File: config.mk
export PLATFORM = sky130hd
export DESIGN_NAME = ucsbece154a_memarb
export DESIGN_NICKNAME = d
export VERILOG_FILES = /design/src/rtl/ucsbece154a_memarb.sv
export SDC_FILE = /design/constraint.sdc
export NUM_CORES = 1
export LEC_CHECK = 0
export CAP_MARGIN = 10
export CORE_MARGIN = 3
export CORE_UTILIZATION = 45
export CTS_BUF_LIST = sky130_fd_sc_hd__clkbuf_2
export CTS_CLUSTER_SIZE = 20
export DETAILED_ROUTE_END_ITERATION = 6
export GPL_ROUTABILITY_DRIVEN = 1
export PLACE_DENSITY = 0.93
export SYNTH_ARGS = -nofsm -noshare
export SYNTH_HDL_FRONTEND = slang
export SYNTH_SLANG_ARGS = --single-unit
File: constraint.sdc
create_clock -name clk -period 4.7 [get_ports clk]
set_input_delay 0.94 -clock clk [delete_from_list [all_inputs] [get_ports clk]]
set_output_delay 0.94 -clock clk [all_outputs]
set_load 0.01 [all_outputs]
File: src/rtl/ucsbece154a_memarb.sv
// Round-robin arbiter/sequencer sharing one single-ported memory between the
// core and debug ports; one access in flight, fixed LAT-cycle access window.
module ucsbece154a_memarb #(
  parameter int unsigned LAT = 2
) (
  input  logic        clk,
  input  logic        reset,
  input  logic        c_req_i,
  input  logic        c_we_i,
  input  logic [31:0] c_adr_i,
  input  logic [31:0] c_wd_i,
  output logic [31:0] c_rd_o,
  output logic        c_done_o,
  input  logic        d_req_i,
  input  logic        d_we_i,
  input  logic [31:0] d_adr_i,
  input  logic [31:0] d_wd_i,
  output logic [31:0] d_rd_o,
  output logic        d_done_o,
  output logic        mem_we_o,
  output logic [31:0] mem_adr_o,
  output logic [31:0] mem_wd_o,
  input  logic [31:0] mem_rd_i
);
  typedef enum logic [1:0] {IDLE, BUSY, DONE} state_t;
  typedef struct packed {
    logic        we;
    logic [31:0] adr;
    logic [31:0] wd;
  } req_t;

  localparam logic [3:0] CNT_LOAD = 4'(LAT - 1);

  state_t           state_q, state_d;
  logic [3:0]       cnt_q, cnt_d;
  logic             last_q, last_d;
  req_t             txn_q, txn_d;
  logic             mem_we_q, mem_we_d;
  logic [1:0][31:0] rd_q, rd_d;
  logic [1:0]       done_q, done_d;

  logic [1:0] req;
  req_t [1:0] port;
  logic       gnt;

  assign req     = {d_req_i, c_req_i};
  assign port[0] = {c_we_i, c_adr_i, c_wd_i};
  assign port[1] = {d_we_i, d_adr_i, d_wd_i};

  // On a tie the port that lost last time wins; last_q also names the
  // port owning the transaction in flight.
  assign gnt = (req == 2'b11) ? ~last_q : req[1];

  always_comb begin
    state_d  = state_q;
    cnt_d    = cnt_q;
    last_d   = last_q;
    txn_d    = txn_q;
    mem_we_d = 1'b0;
    rd_d     = rd_q;
    done_d   = '0;
    case (state_q)
      IDLE: begin
        if (|req) begin
          txn_d    = port[gnt];
          last_d   = gnt;
          cnt_d    = CNT_LOAD;
          mem_we_d = port[gnt].we;
          state_d  = BUSY;
        end
      end
      BUSY: begin
        if (cnt_q == 4'd0) begin
          if (!txn_q.we) rd_d[last_q] = mem_rd_i;
          done_d[last_q] = 1'b1;
          state_d        = DONE;
        end else begin
          cnt_d = cnt_q - 4'd1;
        end
      end
      DONE:    state_d = IDLE;
      default: state_d = IDLE;
    endcase
  end

  always_ff @(posedge clk) begin
    if (reset) begin
      state_q  <= IDLE;
      cnt_q    <= '0;
      last_q   <= 1'b1;
      txn_q    <= '0;
      mem_we_q <= 1'b0;
      rd_q     <= '0;
      done_q   <= '0;
    end else begin
      state_q  <= state_d;
      cnt_q    <= cnt_d;
      last_q   <= last_d;
      txn_q    <= txn_d;
      mem_we_q <= mem_we_d;
      rd_q     <= rd_d;
      done_q   <= done_d;
    end
  end

  assign mem_we_o  = mem_we_q;
  assign mem_adr_o = txn_q.adr;
  assign mem_wd_o  = txn_q.wd;
  assign c_rd_o    = rd_q[0];
  assign d_rd_o    = rd_q[1];
  assign c_done_o  = done_q[0];
  assign d_done_o  = done_q[1];

endmodule

==> run_results.csv, run 1 <==
group,metric,value,unit
run_status,run_status,"complete, no violations",
die,core-area,13400,um^2
clock_tree,cts_root_buffer,"clkbuf_2",
cells_and_area,layout-drive-gt1-share,10.3,%
global_routing,grt_pass1_wl,28800,um
clock_tree,cts_max_level,4,
timing,finalClockSkew,0.0279,ns
synth,netlist_area,6250,um^2
cells_and_area,final_core_util,67.6,%
synth,synth_flop_cell,"dfxtp_1",
worst_setup_path,r2r_slack,2.66,ns
worst_setup_path,crit_chain,"clkdlybuf4s50_1",
clock_tree,postCtsSetupBuffers,0,
worst_hold_path,worstHoldEndpoint,"mem_wd_o[15]$_SDFFE_PP0P_",
die,initial_core_util,46.6,%
place,io_buffers,296,
route,wirelength,19300,um
clock_tree,hold_buffers,0,
power_and_ir_drop,peakVddDrop,0.238,mV
worst_setup_path,crit_buf_inv,1,
global_routing,grt_usage,24.4,%
worst_setup_path,critical_path.top_delay_family,"buffers and inverters",
timing,timing.final.crit_share,56.5,%
timing,worst_pin_slew,1.02,ns
synth,synth_top_cell_area_share,44.5,%
synth,yosys.area.top_type,"dfxtp_1",
synth,ys_top_cells_by_area,"dfxtp_1, mux2i_1, o2bb2ai_2, buf_4, o21ai_0",
job,maxCapViolations,0,
worst_hold_path,hold_path.class,"register to register",
power_and_ir_drop,power.density,324,nW/um^2
clock_tree,cts.sinks,139,
clock_tree,clk_path_buf_depth,2,
cells_and_area,antenna_cells,0,
synth,ys_seq_area_share,44.5,%
timing,layout_min_cycle_time,2.66,ns
die,io_pins,297,
global_routing,first_global_vias,5411,
die,rows,42,
timing,maxSlewViolCount,0,
synth,postSynthCellCount,622,
worst_setup_path,max_stage_delay,0.60,ns
timing,max_slew_margin,32.0,%
worst_setup_path,rr_endpoint,"c_rd_o[9]$_SDFFE_PP0P_",
worst_setup_path,rr_startpoint,"last_q$_SDFFE_PP1P_",
die,die-width,124,um
timing,setup_viol,0,
synth,syn_nets,790,
cells_and_area,syn_to_final_growth,44.9,%
worst_hold_path,min_from,"mem_wd_o[15]$_SDFFE_PP0P_",
die,die_h,124,um
worst_setup_path,crit_type,"register to output pin",
cells_and_area,multi_input_area,2750,um^2
timing,fmax,377,MHz
cells_and_area,n_fill_cell,1023,
timing,hold_viol_final,0,
synth,avgSynthCellArea,10.0,um^2
clock_tree,post_cts_resized,0,
cells_and_area,finalNetCount,991,
route,viasPerCell,5.37,
synth,synth_cell_type_count,36,
worst_setup_path,cp-end-kind,"output pin",
clock_tree,cts_tree,"yes",
place,gp_congestion,0.776,
route,vias,5433,
synth,synth-edff-count,0,
synth,synth_common_cells,"dfxtp_1, o21ai_0, a21oi_1, mux2i_1",
timing,whs,0.481,ns
worst_setup_path,cp_data_required_time,3.76,ns
timing,rsz0062_at_grt,"no",
worst_setup_path,crit_path_top_delay_cell,"clkdlybuf4s50_1",
clock_tree,path_clk_slew,0.20,ns
cells_and_area,seq_area,2780,um^2
route,ant_nets,0,
synth,yosysMostFrequentCell,"dfxtp_1",
worst_setup_path,worstPathMaxFanout,2,
synth,yosysWarningCount,0,
worst_hold_path,whs_path_depth,1,
clock_tree,numCtsBuffers,17,
synth,synth-seq-cells,139,
route,drc,0,
die,die_area,15300,um^2
timing,setup_tns,0,ns
global_routing,grt_max_degree,71,
power_and_ir_drop,p_leak,3.16,nW
place,hpwlAfterDp,13800,um
worst_setup_path,start_kind,"register",
clock_tree,clkLatencyLatePin,0.68,ns
global_routing,grt_antenna_before_repair,0,
worst_setup_path,crit_arrival,1.72,ns
worst_setup_path,reg2reg_depth,3,
global_routing,gr-total-overflow,0,
synth,async_flop_share,0,%
route,dr.pass1.iters,4,
route,wl_per_cell,19.1,um
route,first_iter_violations,351,
power_and_ir_drop,totalPowerFinal,2.93,mW
## sequential cells by signal, indices dropped and copies added, names as in the netlist
name / count
c_rd_o: 32
cnt_q: 4
d_rd_o: 32
done_q: 2
last_q: 1
mem_adr_o: 32
mem_wd_o: 32
mem_we_o: 1
state_q: 2
txn_q: 1
## area by class of cell
type	instances	area share, %
clock buffer	19	1.05
clock inverter	13	1.91
inverter	4	0.166
multi-input combinational	357	30.4
sequential	139	30.7
tap	176	2.43
timing repair buffer	304	33.3
## per-layer routing
metal | vias up | track usage (%) | wire length (um)
met4 | 0 | 9.76 | 582
met1 | 2538 | 27.4 | 7050
met5 | - | 0 | 0
met3 | 39 | 9.81 | 2140
li1 | 2607 | - | -
met2 | 249 | 41.1 | 9560
## power breakdown
group	switching, mW	internal [mW]	total [mW]
registers	0.0716	1.28	1.35
clock network	0.429	0.351	0.780
logic	0.392	0.408	0.800
## cells in the final DEF (no fill, tap or decap), types with 3 or more instances in the layout
| cell | count |
|---|---|
| a21oi_1 | 65 |
| buf_4 | 8 |
| bufinv_16 | 4 |
| clkbuf_2 | 19 |
| clkdlybuf4s50_1 | 295 |
| clkinv_1 | 3 |
| clkinv_2 | 3 |
| dfxtp_1 | 139 |
| inv_1 | 4 |
| mux2i_1 | 65 |
| nand3_1 | 64 |
| o21ai_0 | 67 |
| o2bb2ai_1 | 25 |
| o2bb2ai_2 | 40 |
## worst max-delay path by stage
stage,start,slack (ns),cells past startpoint,endpoint
after floorplan,d_req_i,2.64,5,mem_adr_o[14]$_SDFFE_PP0P_
after global placement,c_req_i,1.71,4,mem_wd_o[14]$_SDFFE_PP0P_
after detailed placement,c_req_i,1.59,4,mem_wd_o[19]$_SDFFE_PP0P_
after CTS,mem_wd_o[9]$_SDFFE_PP0P_,1.97,1,mem_wd_o[9]
after global routing,mem_wd_o[9]$_SDFFE_PP0P_,1.94,1,mem_wd_o[9]
final,mem_wd_o[9]$_SDFFE_PP0P_,2.04,1,mem_wd_o[9]
## cell families (layout without fill, tap and decap cells)
logic type	count (synthesis)	in the layout	share of synthesized area [%]
buf+inv	126	340	12.2
compound gates	206	206	24.8
fa+ha+maj	2	2	0.400
flops	139	139	44.5
mux	65	65	10.4
simple gates	84	84	7.61
## stage by stage
step / std cells / area (um^2) / setup slack [ns]
after floorplan: 622 / 6250 / 2.64
after global placement: 980 / 8790 / 1.71
after detailed placement: 980 / 8790 / 1.59
after CTS: 1012 / 9050 / 1.97
after global routing: 1012 / 9050 / 1.94
final: 1012 / 9050 / 2.04
Power figures use the tool's default switching activity.
==> run 2: changes to the inputs <==
--- a/config.mk
+++ b/config.mk
@@ -7,12 +7,12 @@
 export LEC_CHECK = 0
 export CAP_MARGIN = 10
 export CORE_MARGIN = 3
-export CORE_UTILIZATION = 45
+export CORE_UTILIZATION = 38
 export CTS_BUF_LIST = sky130_fd_sc_hd__clkbuf_2
 export CTS_CLUSTER_SIZE = 20
 export DETAILED_ROUTE_END_ITERATION = 6
 export GPL_ROUTABILITY_DRIVEN = 1
-export PLACE_DENSITY = 0.93
+export PLACE_DENSITY = 0.84
 export SYNTH_ARGS = -nofsm -noshare
 export SYNTH_HDL_FRONTEND = slang
 export SYNTH_SLANG_ARGS = --single-unit
==> constraint.sdc (replaced) <==
create_clock -name clk -period 2.2 [get_ports clk]
set_input_delay 0.44 -clock clk [delete_from_list [all_inputs] [get_ports clk]]
set_output_delay 0.44 -clock clk [all_outputs]
set_load 0.01 [all_outputs]
==> run 2 against run 1 <==
Compared with the run above:
- sequential share of layout area shrank 0.44 points
- count of clock-buffer cells in the layout shrank 1
- register-to-register slack lost 2.3 ns
- non-clock buffer count grew 16
- clock power grew 87%
- die area grew 17%
- largest power group unchanged
==> run_results.csv, run 2 (same netlist as run 1, synthesis figures left out) <==
group,metric,value,unit
timing,hold_viol_final,0,
cells_and_area,syn_to_final_growth,49.4,%
cells_and_area,design_area,9330,um^2
global_routing,grt_usage,20.6,%
worst_setup_path,crit_path_top_delay_cell,"clkdlybuf4s50_1",
worst_setup_path,crit_chain,"clkdlybuf4s50_1",
worst_setup_path,max_stage_delay,0.55,ns
route,vias,5460,
place,gp_congestion,0.795,
worst_setup_path,crit_arrival,1.62,ns
timing,max_slew_margin,52.2,%
cells_and_area,seq_area,2830,um^2
cells_and_area,layout_common_cells,"clkdlybuf4s50_1, dfxtp_1, o21ai_0",
power_and_ir_drop,power.density,656,nW/um^2
cells_and_area,layout_commonest_cell,"clkdlybuf4s50_1",
power_and_ir_drop,switchingPower,1.93,mW
route,viasPerCell,5.12,
worst_setup_path,cp_data_required_time,1.76,ns
global_routing,grt_pass1_wl,29600,um
route,ant_nets,0,
global_routing,grt_antenna_before_repair,0,
global_routing,gr-total-overflow,0,
place,hpwlAfterDp,13800,um
clock_tree,cts_tree,"yes",
die,initial_core_util,39.1,%
die,die-width,134,um
job,maxCapViolations,0,
timing,worst_pin_slew,0.718,ns
timing,setup_tns,0,ns
cells_and_area,n_fill_cell,1381,
clock_tree,cts.sinks,139,
worst_setup_path,start_kind,"register",
route,wirelength,19300,um
die,core-area,16000,um^2
global_routing,first_global_vias,5429,
route,drc,0,
worst_hold_path,hold_path.class,"input pin to register",
power_and_ir_drop,pwr-share-seq,47.2,%
die,die_area,18000,um^2
power_and_ir_drop,peakVddDrop,0.356,mV
timing,timing.final.crit_share,93.8,%
clock_tree,clkLatencyLatePin,0.68,ns
timing,layout_min_cycle_time,2.06,ns
clock_tree,path_clk_slew,0.22,ns
die,io_pins,297,
worst_setup_path,worstPathMaxFanout,2,
run_status,run_status,"complete, no violations",
power_and_ir_drop,p_leak,3.46,nW
global_routing,grt_max_degree,68,
die,die_h,134,um
timing,maxSlewViolCount,0,
cells_and_area,multi_input_area,2750,um^2
place,io_buffers,296,
power_and_ir_drop,internal_power,4.19,mW
worst_setup_path,crit_buf_inv,1,
worst_setup_path,critical_path.top_delay_family,"buffers and inverters",
route,dr.pass1.iters,5,
place,placed_area,9010,um^2
cells_and_area,layout-drive-gt1-share,16.0,%
cells_and_area,antenna_cells,0,
cells_and_area,finalNetCount,1007,
power_and_ir_drop,power_frac_comb,29.1,%
clock_tree,cts_root_buffer,"clkbuf_2",
clock_tree,cts_max_level,4,
route,first_iter_violations,214,
power_and_ir_drop,totalPowerFinal,6.13,mW
power_and_ir_drop,swShare,31.5,%
timing,setup_viol,0,
timing,finalClockSkew,0.0338,ns
power_and_ir_drop,clkPwrFrac,23.8,%
route,wl_per_cell,18.1,um
timing,fmax,485,MHz
clock_tree,clk_path_buf_depth,2,
die,rows,46,
clock_tree,numCtsBuffers,17,
worst_setup_path,crit_type,"register to output pin",
worst_setup_path,cp-end-kind,"output pin",
[run 2: cell count changes in the layout (fill, tap and decap cells not counted), sizes merged, moves of 2 or more]
cell	previous run	this run
clkdlybuf4s50	295	279
buf	9	24
dlymetal6s2s	0	12
dlygate4sd2	0	4
clkinvlp	0	3
bufinv	4	2
[run 2: layout make-up]
class,instances,area share [%]
flip-flops and latches,139,30.3
inverters,4,0.161
repair buffers,320,34.9
multi-input cells,357,29.5
clock inverters,12,1.35
clock buffers,18,0.965
well taps,216,2.90
[run 2: power by group through the flow]
stage               clock network (mW)  registers (mW)  logic [mW]
detailed placement                   0            2.93        1.79
finish                            1.46            2.89        1.78
floorplan                            0            2.93       0.989
CTS                               1.52            2.88        1.79
global placement                     0            2.92        1.76
global route                      1.63            2.92        1.91
[run 2: stage by stage]
stage               setup slack [ns]  hold slack (ns)  utilization (%)  instances
detailed placement            0.0956            0.451             56.3       1032
finish                         0.136            0.342             58.3       1066
floorplan                      0.595            0.434                -        622
global placement               0.152            0.445             56.3       1032
CTS                          0.00143            0.211             57.8       1063
global route                 -0.0301            0.226             58.3       1066
[run 2: timing repair]
action,4_1_cts,5_1_grt
setup buffers,0,3
setup endpoints to repair,13,40
gates resized for setup,14,38
hold endpoints to repair,2,0
pin swaps,0,0
hold buffers,1,0
[run 2: final timing paths]
| check | depth (start not counted) | slack (ns) | end | startpoint |
|---|---|---|---|---|
| setup / recovery | 1 | 0.14 | mem_adr_o[19] | mem_adr_o[19]$_SDFFE_PP0P_ |
| hold / removal | 3 | 0.34 | c_rd_o[23]$_SDFFE_PP0P_ | mem_rd_i[23] |
| setup reg to reg | 4 | 0.36 | c_rd_o[11]$_SDFFE_PP0P_ | txn_q[64]$_SDFFE_PP0P_ |
| hold reg to reg | 1 | 0.48 | mem_adr_o[12]$_SDFFE_PP0P_ | mem_adr_o[12]$_SDFFE_PP0P_ |
[run 2: routing by layer]
layer	vias up	part of all wire, %	global-route usage (%)	wire, um
met5	-	0	0	0
met4	0	1.2	6.28	223
met3	20	9.1	7.65	1750
met2	225	51	35.1	9770
met1	2582	39	24.1	7520
li1	2633	-	-	-
==> run 3: changes to the inputs <==
--- a/config.mk
+++ b/config.mk
@@ -9,7 +9,6 @@
 export CORE_MARGIN = 3
 export CORE_UTILIZATION = 38
 export CTS_BUF_LIST = sky130_fd_sc_hd__clkbuf_2
-export CTS_CLUSTER_SIZE = 20
 export DETAILED_ROUTE_END_ITERATION = 6
 export GPL_ROUTABILITY_DRIVEN = 1
 export PLACE_DENSITY = 0.84
==> results of run 3 <==
Final layout, timing and power as in run 2 (identical DEF).
